===== src/rtl/permutation_sequencer.sv =====
// Iterative ASCON permutation controller driving an external combinational round function.
// Optional feature macro PERM_ABORT_EN adds abort_i to cancel a run in progress.
module permutation_sequencer #(
    parameter int unsigned NB_ROUNDS_A = 12,
    parameter int unsigned NB_ROUNDS_B = 6,
    localparam int unsigned STATE_W = 320,
    localparam int unsigned ROUND_W = 4
) (
    input  logic               clock_i,
    input  logic               reset_i,
    input  logic               start_i,
    input  logic               mode_i,
    input  logic [STATE_W-1:0] state_i,
`ifdef PERM_ABORT_EN
    input  logic               abort_i,
`endif
    output logic               ready_o,
    output logic [ROUND_W-1:0] round_o,
    output logic [STATE_W-1:0] rnd_state_o,
    input  logic [STATE_W-1:0] rnd_state_i,
    output logic               done_o,
    output logic [STATE_W-1:0] state_o
);

    localparam logic [1:0] ST_IDLE = 2'd0;
    localparam logic [1:0] ST_RUN  = 2'd1;
    localparam logic [1:0] ST_DONE = 2'd2;

    // Rounds always end at index 11, so a shorter permutation simply starts later.
    localparam logic [ROUND_W-1:0] FIRST_A    = ROUND_W'(12 - NB_ROUNDS_A);
    localparam logic [ROUND_W-1:0] FIRST_B    = ROUND_W'(12 - NB_ROUNDS_B);
    localparam logic [ROUND_W-1:0] ROUND_LAST = ROUND_W'(11);

    logic [1:0]         fsm_q, fsm_d;
    logic [ROUND_W-1:0] round_q, round_d;
    logic [STATE_W-1:0] sreg_q, sreg_d;
    logic               ready_q;
    logic               done_q;
    logic               abort_c;

`ifdef PERM_ABORT_EN
    assign abort_c = abort_i;
`else
    assign abort_c = 1'b0;
`endif

    // Next-state logic; DONE accepts a new request exactly like IDLE for back-to-back runs.
    always_comb begin
        fsm_d   = fsm_q;
        round_d = round_q;
        sreg_d  = sreg_q;
        case (fsm_q)
            ST_IDLE, ST_DONE: begin
                fsm_d = ST_IDLE;
                if (start_i) begin
                    fsm_d   = ST_RUN;
                    sreg_d  = state_i;
                    round_d = mode_i ? FIRST_B : FIRST_A;
                end
            end
            ST_RUN: begin
                if (abort_c) begin
                    fsm_d   = ST_IDLE;
                    round_d = '0;
                end else begin
                    sreg_d = rnd_state_i;
                    if (round_q == ROUND_LAST) begin
                        fsm_d   = ST_DONE;
                        round_d = '0;
                    end else begin
                        round_d = round_q + ROUND_W'(1);
                    end
                end
            end
            default: begin
                fsm_d   = ST_IDLE;
                round_d = '0;
            end
        endcase
    end

    // Handshake flags are registered from the next state so they line up with fsm_q.
    always_ff @(posedge clock_i) begin
        if (reset_i) begin
            fsm_q   <= ST_IDLE;
            round_q <= '0;
            sreg_q  <= '0;
            ready_q <= 1'b1;
            done_q  <= 1'b0;
        end else begin
            fsm_q   <= fsm_d;
            round_q <= round_d;
            sreg_q  <= sreg_d;
            ready_q <= (fsm_d != ST_RUN);
            done_q  <= (fsm_d == ST_DONE);
        end
    end

    // round_q is zero outside RUN, so it drives the round index directly.
    assign ready_o     = ready_q;
    assign done_o      = done_q;
    assign round_o     = round_q;
    assign rnd_state_o = sreg_q;
    assign state_o     = sreg_q;

endmodule


===== config.mk =====
export PLATFORM = sky130hd
export DESIGN_NAME = permutation_sequencer
export DESIGN_NICKNAME = d
export VERILOG_FILES = /design/src/rtl/permutation_sequencer.sv
export SDC_FILE = /design/constraint.sdc
export NUM_CORES = 1
export LEC_CHECK = 0
export ABC_CLOCK_PERIOD_IN_PS = 2200
export BUFFER_PORTS_ARGS = -buffer_cell sky130_fd_sc_hd__buf_2
export CAP_MARGIN = 15
export CELL_PAD_IN_SITES_DETAIL_PLACEMENT = 0
export CELL_PAD_IN_SITES_GLOBAL_PLACEMENT = 1
export CORE_AREA = 3 3 501 503
export DETAILED_ROUTE_END_ITERATION = 8
export DIE_AREA = 0 0 504 506
export GPL_TIMING_DRIVEN = 0
export PLACE_DENSITY_LB_ADDON = 0.1
export SYNTH_ARGS = -nofsm -noshare
export SYNTH_HDL_FRONTEND = slang
export SYNTH_SLANG_ARGS = --single-unit

===== constraint.sdc =====
create_clock -name clock_i -period 2.2 [get_ports clock_i]
set_clock_uncertainty 0.15 [all_clocks]
set_input_delay 0.11 -clock clock_i [delete_from_list [all_inputs] [get_ports clock_i]]
set_output_delay 0.11 -clock clock_i [all_outputs]
set_load 0.1 [all_outputs]

* After elaboration in Yosys (flattened, before gate mapping) *
Cells that the tools add are included.

storage, ports and cells
  latch bits = 0
  ROM bits = 0
  bits of input ports = 644
  output and inout port bits = 646
  memory bits (writable) = 0
  memories = 0
  logic and storage cells = 25
  bits in registers = 328

cells by class
  mux-type cells = 9
  magnitude comparators = 0
  bitwise logic cells = 0
  reductions and logical operators = 4
  add/sub/neg operators = 1
  multiply operators = 0
  equality and inequality tests = 6
  shift operators = 0
  div/mod/pow operators = 0

operators with widths
  cell                 count
  $pmux 320 s2         1
  $mux 320             1
  $mux 4               2
  $pmux 4 s2           1
  $add 4x1->4 const B  1
  $eq 2x2->1 const B   2
  $eq 4x4->1 const B   1
  $pmux 2 s2           1
  $mux 3               1
  $eq 2x1->1 const B   1
  $logic_not 2->1      1
  $mux 2               1
  $ne 2x1->1 const B   1
  $ne 2x2->1 const B   1
  $reduce_and 2->1     1
  $reduce_bool 2->1    1
  $reduce_or 2->1      1
  $mux 1               1

* Depth between registers and ports, before layout *
  depth in word-level cells = 4
  depth in mapped cells = 6
  mapped depth without buffers = 4

* Worst setup path after synthesis *
Ideal clock, no wire load.

  path type = register to register
  start point = register round_q[0] (netlist: round_o[0])
  end point = register fsm_q[0]
  buffers on the path = 0
  setup time = 0.121 ns
  setup slack = 0.238 ns
  cell stages (with the launch flop) = 5
  data arrival time = 1.691 ns
  data required time = 1.929 ns
  clock period less this slack = 1.962 ns
  path through = dfxtp_1 ha_1 nand3b_1 a21boi_1 nor2_1

between the ends
  longest elaborated chain between the ends = 3

RTL lines
  element                 RTL line  source
  from (decl)             35        logic [ROUND_W-1:0] round_q, round_d;
  from (signal assigned)  92        round_q <= round_d;
  $eq 4x4->1              67        if (round_q == ROUND_LAST) begin
  $mux 2                  67
  $pmux 2 s2              52        case (fsm_q)
  to (signal assigned)    91        fsm_q <= fsm_d;
  to (decl)               34        logic [1:0] fsm_q, fsm_d;

No other way between the ends.
A chain may end at the register's enable or synchronous reset.

* Worst setup path in the final report *
  start point = register sreg_q[41] (netlist: rnd_state_o[41])
  end point = output state_o[41]

RTL lines
  element                 RTL line  source
  from (decl)             36        logic [STATE_W-1:0] sreg_q, sreg_d;
  from (signal assigned)  93        sreg_q <= sreg_d;
  to (decl)               22        output logic [STATE_W-1:0] state_o

No word-level cell between the ends.

==> results list <==
- The synthesized netlist devotes between 20% and 30% of its cell area to simple gates.
- Post-Syn Instances: between 2000 and 2500
- Core Util, Final: approximately 15%
- Combinational family with the most area after synthesis: compound AO/OA/AOI/OAI gates
- The synthesized design spends more area on one cell type than any other, namely sky130_fd_sc_hd__dfxtp_1.
* Gr ovfl total: 0
* Count of nets left with antenna violations after detail routing: 0
- Routability congestion estimate from global placement: around 0.8
* Status: finished, final reports clean
- Share of synthesized area spent on multiplexers: less than 1%
- Detailed router's first-iteration violation count: roughly 780
- Flip-flop and latch count after synthesis: 328
* DRC Markers: 0
* Arithmetic-cell share of the synthesized area counting full adders, half adders and majority gates: less than 1%
- Worst relative slew slack: 32.8%
- Before antenna repair, the detailed router went through 5 iterations.
- Unrepaired setup endpoints after global routing: yes
- Per-instance average area after synthesis: slightly below 9 um2
* Number of flops mapped to enable cells by yosys: 0
- TritonCTS built the clock tree.
- Entering global routing, the biggest net connects 13 pins.
- Number of distinct library cells after synthesis: 30
- Summed over all cells, the static leakage comes to 0.0166 uW.
- Final critical delay including setup and external delays: 2080 ps
* Number of endpoints with negative hold slack in the final report: 0
* Proportion of layout cells with a drive suffix above 1: about half
- In this run the power density over the cells is about 830 nW/um2.
- Global routing used a little over an eighth of the available tracks.
* Worst stage delay on the critical path: roughly 500 ps
- Synth top area cells: sky130_fd_sc_hd__dfxtp_1 36%, sky130_fd_sc_hd__a311oi_2 23%, sky130_fd_sc_hd__buf_4 14%
* Syn Nets: about 2800
- The Yosys step of the flow raised 0 warnings.
* Final-report max-slew violation count: 0
- The routed design has ~180000 um of wire.
- Nets@finish: 4770
- Crit path max-delay cell type: sky130_fd_sc_hd__dfxtp_1
* Most frequent cells after synthesis: 644 x sky130_fd_sc_hd__nand2_1, 350 x sky130_fd_sc_hd__buf_4, 328 x sky130_fd_sc_hd__dfxtp_1
- Clk root buf: sky130_fd_sc_hd__clkbuf_16
- Initial antenna violation count: 34
* Sum of net half-perimeters after detailed placement: ~150000 um
* # clock sinks: between 300 and 400
- The number of placed instances, taps included, is a little under 7000.
* Sequential area share after synthesis: 35.5%
- Die Outline Area: approximately 260000 um2
- Worst path required time: slightly below 2000 ps
* Path category of the worst min-delay check: input port to flop
- The tool flagged a number of max-cap violations equal to 0.
- Number of buffers and inverters on the critical path: 2
* Xor/xnor cell area share of the yosys netlist: 0%
* Core Rows: about 180
* Peak Freq: between 0.4 and 0.5 GHz
- After detailed routing, the average wire length per cell comes to 23.6 um.
- Worst hold margin: 31.6 ps
* Worst slew pin tran: approximately 1000 ps
- The first global-routing pass estimated 235000 um of wire.
- The floorplan step set the die height to a little over 500 um.
- The worst setup path is captured at an output pin.
* Initial cell density of the core: roughly 7.5%
- Synth-to-layout area growth: 102%
* Fraction of post-synthesis cell area in the top cell type by area: a little over a third
* X dimension of the die: 504 um
* Number of buffers on the longest clock path: 3
- The core region is approximately 250000 um2.
- The critical path goes through buf_4, buf_2.
* Clock transition time at the flip-flop clock pins of the worst setup and hold paths: approximately 60 ps
* Final number of setup-violating endpoints: 0
- Counting the buffers created by CTS gives 52.
* Clk Latency, worst-skew pair: around 650 ps
* Final period utilization: a little over nine tenths
- IR drop worst, VDD: 0.540 mV
- For the worst setup path, the data arrival time is between 1500 and 2000 ps.
- The cell family contributing the most delay on the critical path is buffers and inverters.
- The number of global-route vias before repair is between 20000 and 30000.
- After detailed routing, the number of vias per cell comes to around 3.1.
- Finished Layout Cells: around 7500
- Summing over every cut layer, the via total after detailed routing is 23138.
- After synthesis, the share of flip-flops with an asynchronous set or reset is 0%.
- After clock tree synthesis, the setup repair step added 0 buffers.
- STA classifies the critical path startpoint as a flop.
- In this run the tool buffered the top-level ports with 1288 buffer cells.
* H-tree lvl count: 2
* Predominant post-synthesis flop cell: sky130_fd_sc_hd__dfxtp_1
- Number of primary I/O pins: approximately 1300
* Worst Path Max Fanout: 3
- The mapped netlist covers between 15000 and 20000 um2.
* Most frequent cell after synthesis: sky130_fd_sc_hd__nand2_1
* Type of the setup path with the least slack: flop to output pin
* Post-synthesis compound-gate area fraction: between 20% and 30%
==> kinds of logic after synthesis <==
logic type,Yosys count
adder cells (fa/ha/maj),1
AND/OR/NAND/NOR,980
flip-flops,328
buffers and inverters,501
multiplexers,2
AO/OA/AOI/OAI,326
==> worst register-to-register path: cells and delay by family (launching register included) <==
kind,cells,cell delay (ps)
buffers and inverters,3,960
AO/OA/AOI/OAI,1,290
flip-flops,1,370
AND/OR/NAND/NOR,2,200
==> placed cells by master (no fill, tap or decap), drive strengths merged <==
cell type	count
nand2	644
nor3	3
a311oi	320
o21ai	2
nor3b	2
and2b	1
diode	23
dfxtp	328
nand3b	1
nand2b	2
nor2b	1
dlygate4sd3	643
clkinv	4
o31ai	1
nand3	2
inv	1
mux2i	2
or2	2
buf	1738
ha	1
bufinv	2
o2111ai	1
or4	1
a21oi	1
a21boi	1
clkbuf	133
nor2	321
==> path summary, 6_finish.rpt <==
kind,startpoint,slack (ps),end,depth (start not counted)
max,rnd_state_o[41],120,state_o[41],2
min,reset_i,30,round_o[3],3
max reg2reg,fsm_q[0],130,rnd_state_o[211],6
min reg2reg,rnd_state_o[310],360,rnd_state_o[310],2
==> through the flow <==
step	setup slack, ps	total power [uW]	cell area [um2]	setup TNS [ps]
6_report	117	31100	37400	0
4_1_cts	1.34	32000	37200	0
2_1_floorplan	238	18000	18500	0
3_3_place_gp	-985	22000	29100	-165940
3_5_place_dp	-623	21900	29100	-130230
5_1_grt	-2.27	32500	37300	-2.55
==> per-layer routing <==
metal  part of all wire, %  up-vias  track usage, %  wire, um
met5                 0.015        -               0        27
met1                    41    11099            15.6     72200
li1                      -    11029               -         -
met4                   1.8        4            2.54      3160
met2                    50      901            23.6     87900
met3                   7.8      105            4.51     13700
==> flip-flops by register name (all words and copies together) (netlist names) <==
register and flops:
rnd_state_o 320, round_o 4, fsm_q 2, done_o 1, ready_o 1
==> layout make-up <==
type	count	area, um2
clock inverter	6	80.1
fill	28616	209000
buffer	500	3690
timing repair buffer	1933	12900
inverter	1	3.75
multi-input combinational	1309	8340
tap	3312	4140
sequential	328	6570
antenna	23	57.6
clock buffer	81	1550
==> power breakdown <==
group / internal, uW / switching [uW] / total (uW)
logic: 3490 / 11700 / 15200
registers: 6530 / 788 / 7310
clock network: 5000 / 3630 / 8620
total: 15000 / 16100 / 31100
==> timing repair <==
action	4_1_cts	5_1_grt
endpoints found under the hold margin	324	0
cloned	0	0
resized for setup	31	24
hold buffers	643	0
endpoints found under the setup margin	328	104
No activity file was read; power rests on OpenSTA's default activity.
